File: src/rtl/imm_encoder_pkg.sv
// Shared core package: immediate-format encodings and helpers used by the
// encoder and decoder paths.
package imm_encoder_pkg;

    localparam int DATA_W     = 32;
    localparam int FIFO_DEPTH = 2;
    localparam int ERR_W      = 8;

    localparam logic [ERR_W-1:0] ERR_MAX = '1;

    typedef enum logic [1:0] {
        IMM_I = 2'b00,
        IMM_S = 2'b01,
        IMM_B = 2'b10,
        IMM_J = 2'b11
    } imm_fmt_e;

    typedef struct packed {
        logic [DATA_W-1:0] instr;
        logic              range_err;
    } fifo_entry_t;

    // True when v is representable as a two's-complement number of 'bits' bits:
    // every bit above the sign position must replicate the sign.
    function automatic logic fits_signed(input logic signed [DATA_W-1:0] v,
                                         input int unsigned bits);
        logic signed [DATA_W-1:0] hi;
        hi = v >>> (bits - 1);
        return (hi == '0) || (hi == '1);
    endfunction

endpackage

File: src/rtl/imm_scatter.sv
// Combinational field scatter of a signed immediate into an RV32I word,
// plus the format range/alignment check.
module imm_scatter
    import imm_encoder_pkg::*;
(
    input  logic        [1:0]        imm_src,
    input  logic signed [DATA_W-1:0] imm,
    input  logic        [DATA_W-1:0] instr_base,
    output logic        [DATA_W-1:0] instr,
    output logic                     range_err
);

    always_comb begin
        instr     = instr_base;
        range_err = 1'b0;
        case (imm_fmt_e'(imm_src))
            IMM_I: begin
                instr[31:20] = imm[11:0];
                range_err    = !fits_signed(imm, 12);
            end
            IMM_S: begin
                instr[31:25] = imm[11:5];
                instr[11:7]  = imm[4:0];
                range_err    = !fits_signed(imm, 12);
            end
            // Branch and jump offsets are halfword aligned, so bit 0 is never
            // encoded and must be zero for the word to be meaningful.
            IMM_B: begin
                instr[31]    = imm[12];
                instr[30:25] = imm[10:5];
                instr[11:8]  = imm[4:1];
                instr[7]     = imm[11];
                range_err    = !fits_signed(imm, 13) || imm[0];
            end
            IMM_J: begin
                instr[31]    = imm[20];
                instr[30:21] = imm[10:1];
                instr[20]    = imm[11];
                instr[19:12] = imm[19:12];
                range_err    = !fits_signed(imm, 21) || imm[0];
            end
            default: ;
        endcase
    end

endmodule

File: src/rtl/imm_encoder.sv
// Immediate encoder: scatters the immediate at acceptance, buffers words in a
// 2-entry in-order FIFO, and keeps a saturating count of out-of-range requests.
module imm_encoder
    import imm_encoder_pkg::*;
(
    input  logic                     clk,
    input  logic                     rst_n,
    input  logic                     in_valid,
    output logic                     in_ready,
    input  logic        [1:0]        in_imm_src,
    input  logic signed [DATA_W-1:0] in_imm,
    input  logic        [DATA_W-1:0] in_instr_base,
    output logic                     out_valid,
    input  logic                     out_ready,
    output logic        [DATA_W-1:0] out_instr,
    output logic                     out_range_err,
    input  logic                     err_clr,
    output logic        [ERR_W-1:0]  err_count
);

    logic [DATA_W-1:0] enc_instr;
    logic              enc_err;

    logic [1:0]        count_q, count_d;
    logic              wr_ptr_q, wr_ptr_d;
    logic              rd_ptr_q, rd_ptr_d;
    logic [ERR_W-1:0]  err_cnt_q, err_cnt_d;
    fifo_entry_t       mem_q [FIFO_DEPTH];
    fifo_entry_t       mem_d [FIFO_DEPTH];
    fifo_entry_t       head;

    logic push;
    logic pop;

    imm_scatter u_scatter (
        .imm_src    (in_imm_src),
        .imm        (in_imm),
        .instr_base (in_instr_base),
        .instr      (enc_instr),
        .range_err  (enc_err)
    );

    assign in_ready  = (count_q != 2'd2);
    assign out_valid = (count_q != 2'd0);
    assign push      = in_valid && in_ready;
    assign pop       = out_valid && out_ready;

    // Outputs are gated by occupancy so the data storage needs no reset.
    assign head          = mem_q[rd_ptr_q];
    assign out_instr     = out_valid ? head.instr : '0;
    assign out_range_err = out_valid && head.range_err;
    assign err_count     = err_cnt_q;

    always_comb begin
        count_d  = count_q;
        wr_ptr_d = wr_ptr_q;
        rd_ptr_d = rd_ptr_q;
        mem_d    = mem_q;
        if (push) begin
            mem_d[wr_ptr_q] = '{instr: enc_instr, range_err: enc_err};
            wr_ptr_d        = ~wr_ptr_q;
        end
        if (pop) begin
            rd_ptr_d = ~rd_ptr_q;
        end
        case ({push, pop})
            2'b10:   count_d = count_q + 2'd1;
            2'b01:   count_d = count_q - 2'd1;
            default: count_d = count_q;
        endcase
    end

    // A clear that coincides with an accepted error leaves that error counted.
    always_comb begin
        err_cnt_d = err_cnt_q;
        if (err_clr) begin
            err_cnt_d = (push && enc_err) ? ERR_W'(1) : '0;
        end else if (push && enc_err && (err_cnt_q != ERR_MAX)) begin
            err_cnt_d = err_cnt_q + ERR_W'(1);
        end
    end

    always_ff @(posedge clk or negedge rst_n) begin
        if (!rst_n) begin
            count_q   <= '0;
            wr_ptr_q  <= 1'b0;
            rd_ptr_q  <= 1'b0;
            err_cnt_q <= '0;
        end else begin
            count_q   <= count_d;
            wr_ptr_q  <= wr_ptr_d;
            rd_ptr_q  <= rd_ptr_d;
            err_cnt_q <= err_cnt_d;
        end
    end

    always_ff @(posedge clk) begin
        mem_q <= mem_d;
    end

endmodule

File: config.mk
export PLATFORM = sky130hd
export DESIGN_NAME = imm_encoder
export DESIGN_NICKNAME = d
export VERILOG_FILES = /design/src/rtl/imm_encoder_pkg.sv /design/src/rtl/imm_scatter.sv /design/src/rtl/imm_encoder.sv
export SDC_FILE = /design/constraint.sdc
export NUM_CORES = 1
export LEC_CHECK = 0
export CAP_MARGIN = 40
export CORE_MARGIN = 8
export CORE_UTILIZATION = 50
export DETAILED_ROUTE_END_ITERATION = 8
export GPL_TIMING_DRIVEN = 0
export PLACE_DENSITY_LB_ADDON = 0.12
export SLEW_MARGIN = 10
export SYNTH_ARGS = -nofsm -noshare
export SYNTH_HDL_FRONTEND = slang
export SYNTH_SLANG_ARGS = --single-unit
File: constraint.sdc
create_clock -name clk -period 4.05 [get_ports clk]
set_clock_uncertainty 0.1 [all_clocks]
set_input_delay 1.0125 -clock clk [delete_from_list [all_inputs] [get_ports clk]]
set_output_delay 1.0125 -clock clk [all_outputs]
set_load 0.02 [all_outputs]
# Yosys cells after proc, flatten, opt, wreduce, memory -nomap -nowiden
# Cells that the tools add are included.
# word_totals
regBits	78
input_bits	71
out_inout_bits	43
# op_classes
addsub	3
magnitude_cmp	3
n_eq_ne	10
mux	16
n_bitwise	4
reduce_logical	22
# op_table
cell	count
33-bit two-way mux	4
32-bit equality test (second input constant)	3
32-bit logical NOT	3
66-bit bitwise mux	1
33-bit demux with 1-bit select	1
32-bit two-way mux	1
8-bit two-way mux	3
7-bit one-hot mux with 3 select lines	1
5-bit one-hot mux with 2 select lines	2
8-bit by 1-bit adder with 8-bit output (second input constant)	1
8-bit inequality test (second input constant)	1
2-bit equality test (second input constant)	3
1-bit logical AND	6
2-bit nonzero test	3
1-bit logical OR	5
2-bit by 1-bit equality test with 1-bit output (second input constant)	2
2-bit greater-or-equal comparator (second input constant)	2
1-bit inverter with 2-bit output	2
2-bit one-hot mux with 2 select lines	1
1-bit logical NOT	3
1-bit one-hot mux with 3 select lines	1
2-bit by 1-bit adder with 2-bit output (second input constant)	1
2-bit logical NOT	1
2-bit by 1-bit < comparator with 1-bit output (second input constant)	1
5 further kinds	6

# Depth between registers and ports, before layout
# depth
depth_word	9
depth_mapped	8

# Cells and area by module
# Synthesis repeated with hierarchy kept, for this count alone.
# hier_totals
hier_cells	295
hier_area_um2	3689.8
# by_module_without_submodules
module	instances	cells_per_inst	area_each_um2	seq_area_each_um2
imm_encoder	1	208	3128.0	2282.2
imm_scatter	1	87	561.8	0.0

# Least setup slack after synthesis
# No wires, ideal clock.
# synth_path
path_kind	input-to-reg
from	input in_valid
to	register mem_q[33] (netlist bit), enable pin
arrival_time_ps	2576
slack_ps	951
path_stages	2
n_path_buf	0
cell_sequence	nand2_1 nor2_1
# synth_between
elab_chain_cells	1
# synth_rtl
element	line_no	text
start, declared	imm_encoder.sv:8	input logic in_valid,
1-bit logical AND	imm_encoder.sv:45	assign push = in_valid && in_ready;
end signal, assigned	imm_encoder.sv:98	mem_q <= mem_d;
end, declared	imm_encoder.sv:28	fifo_entry_t mem_q [FIFO_DEPTH];
# Every way passes these cells.
# A chain may end at the register's enable or synchronous reset.

# Final worst setup path
# layout_path
from	register count_q[0]
to	output out_instr[8]
# layout_between
elab_chain_cells	2
# layout_rtl
element	line_no	text
start, declared	imm_encoder.sv:24	logic [1:0] count_q, count_d;
start signal, assigned	imm_encoder.sv:90	count_q <= count_d;
2-bit nonzero test	imm_encoder.sv:44	assign out_valid = (count_q != 2'd0);
32-bit two-way mux	imm_encoder.sv:50	assign out_instr = out_valid ? head.instr : '0;
end, declared	imm_encoder.sv:15	output logic [DATA_W-1:0] out_instr,
# Every way passes these cells.

==> results.yml <==
run_status:
  status: "finished clean"
final_layout:
  layout_commonest_cell: "clkdlybuf4s50_1"
  seq_area_um2: 2280
  diodes: 0
  drive_above_1_share: 0.0892
  final_nets: 487
  multiInputGateArea_um2: 1340
  fill_cells: 534
  final_cell_mix: "106 x clkdlybuf4s50_1, 66 x edfxtp_1, 45 x nor2_1"
  final_core_utilization: 0.709
  syn_to_final_growth_pct: 38.3
  final_area_um2: 5110
sta:
  period_share: 0.861
  max_slew.worst_pin.slew_ns: 0.814
  rsz0062_at_grt: "no"
  setup_viol: 0
  fin_crit_ns: 3.49
  relSlewSlack: 0.458
  hold_viol: 0
  fin_tns_setup_ns: 0
  drv_slew: 0
  hold-worst-slack_ns: 0.412
  fmax_mhz: 287
clocking:
  cts_tree: "yes"
  cts_buffer_depth: 2
  clk_latency_ns: 0.33
  numCtsBuffers: 9
  clockRootBuffer: "clkbuf_8"
  ctsHoldBuffers: 0
  clkTransAtPathRegs_ns: 0.07
  cts_resized: 0
  postCtsSetupBuffers: 0
  cts.sinks: 78
  htree_levels: 3
synth:
  syn-cell-area_um2: 3700
  yosysWarnings: 0
  ys_ff_latch: 78
  synth_cells: 292
  yosysSeqAreaShare: 0.617
  yosysUniqueCellTypes: 37
  synthesis.nets: 369
  syn_avg_cell_area_um2: 12.7
critical_path:
  crit_arrival_ns: 2.37
  crit_slowest_cell: "clkdlybuf4s50_1"
  max_stage_delay_ns: 0.57
  cp_data_required_time_ns: 2.94
  cp.depth: 4
  critPathCaptureType: "primary output"
  r2r-start: "err_count[2]$_DFFE_PN0P_"
  r2r_slack_ns: 1.96
  path_delay_family: "buffers and inverters"
  critPathKind: "reg2out"
  r2r_cells: 6
  crit_top_cell: "nor2_1"
  path_cells: "nor2_1, clkbuf_1, nor2_1, clkdlybuf4s50_1"
  critPathLaunchType: "register"
  crit_buf_inv: 2
  r2r_end: "err_count[3]$_DFFE_PN0P_"
  path_max_fanout: 10
power:
  power_density_nw_per_um2: 632
  vdd_drop_max_mv: 0.365
  power.total_w: 0.00323
  power_leakage_nw: 1.93
hold_path:
  hold_end: "count_q[1]$_DFFE_PN0P_"
  hold_path_depth: 1
  hold_path.class: "reg2reg"
  hp-start: "count_q[1]$_DFFE_PN0P_"
drt:
  via_count: 2690
  wl_per_cell_um: 16.5
  wl_um: 8500
  viasPerCell: 5.23
  drt-pass1-iter-count: 4
  drc_errors: 0
  initialDrtViolationCount: 106
  final_antenna_net_count: 0
floorplan:
  die_x_um: 102
  die_y_um: 102
  rows: 31
  num_io_pins: 114
  die-area_um2: 10400
  initial_utilization: 0.513
  core_area_um2: 7210
place:
  routabilityCongestion: 0.853
  placedInstanceArea_um2: 4920
  portBuffers: 106
  place.detailed.hpwl_um: 6300
grt:
  antenna_found_initial: 0
  first_global_vias: 2823
  grt_pass1_wl_um: 13400
  grt_overflow_total: 0
  grt_max_degree: 34
  track_usage: 0.168
flow_run:
  cap_violations: 0
-- synthesized netlist by cell type --
library cell,count,area [µm²]
nand2_1,15,56.3
nor2b_1,6,37.5
nand2_2,1,6.26
dfrtp_1,12,300
o21ai_1,1,5.00
nand2b_4,1,13.8
mux2i_1,34,340
inv_1,10,37.5
xnor2_1,3,26.3
mux2_2,10,113
nor4_1,5,31.3
and3_1,3,18.8
nand4b_1,1,8.76
a311oi_1,1,8.76
a31oi_4,1,21.3
nor2_1,46,173
o22ai_1,9,56.3
and3_4,2,22.5
o21ai_0,13,65.1
and2_1,3,18.8
a21oi_1,1,5.00
o31a_1,1,8.76
ha_1,6,75.1
a22oi_1,4,30.0
nand2b_1,2,12.5
or2b_2,1,8.76
xor2_1,2,17.5
a32o_1,1,10.0
buf_2,4,20.0
nor2_4,1,11.3
o21a_1,1,7.51
clkbuf_1,8,30.0
edfxtp_1,66,1980
nor3_1,1,5.00
mux2_1,4,45.0
nand3_1,4,20.0
nand4_1,8,50.1
-- worst max-delay path by stage --
stage	slack [ns]	end	from
5_1_grt	0.39	out_instr[7]	count_q[0]$_DFFE_PN0P_
3_5_place_dp	0.69	err_count[3]$_DFFE_PN0P_	in_imm_src[0]
2_1_floorplan	0.95	mem_q[33]$_DFFE_PP_	in_valid
3_3_place_gp	-0.42	mem_q[39]$_DFFE_PP_	in_valid
6_report	0.56	out_instr[8]	count_q[0]$_DFFE_PN0P_
4_1_cts	0.51	out_instr[13]	count_q[0]$_DFFE_PN0P_
-- per-stage QoR --
stage | std cells | worst slack (ns)
floorplan | 292 | 0.951
global placement | 497 | -0.420
detailed placement | 498 | 0.692
CTS | 514 | 0.506
global route | 514 | 0.389
finish | 514 | 0.564
-- kinds of logic (layout without fill, tap and decap cells) --
group                      after synthesis  after routing  synth area share
muxes                                   48             48             0.135
DFF                                     78             78             0.617
buffers and inverters                   22            145            0.0237
xor gates and xnor gates                 5              5            0.0118
adders and majority gates                6              6            0.0203
and+or+nand+nor                        100            100             0.134
AOI/OAI and AO/OA                       33             33            0.0589
-- state kept, by name, indices dropped and copies added (netlist names) --
signal,cells
count_q,2
err_count,8
mem_q,66
rd_ptr_q,1
wr_ptr_q,1
-- layer usage --
metal | track usage | part of all wire | vias to the layer above
met1 | 0.201 | 0.44 | 1284
met2 | 0.275 | 0.47 | 88
li1 | - | - | 1309
met3 | 0.0518 | 0.077 | 9
met5 | 0 | 0 | -
met4 | 0.0677 | 0.014 | 0
-- final cells by class --
type                       instances  share of cell area
clock inverter                     4             0.00954
buffer                            12             0.00979
tap                               99              0.0242
multi-input combinational        192               0.262
clock buffer                      12              0.0284
sequential                        78               0.446
timing repair buffer             107               0.213
inverter                          10             0.00734
-- power by group --
group	leakage (nW)	switching, W	total [W]	internal (W)
Clock	0.0903	0.000271	0.000572	0.000300
Combinational	1.07	0.000827	0.00150	0.000677
Sequential	0.770	0.0000613	0.00115	0.00109
Note: power is estimated with default switching activity, not from simulation.
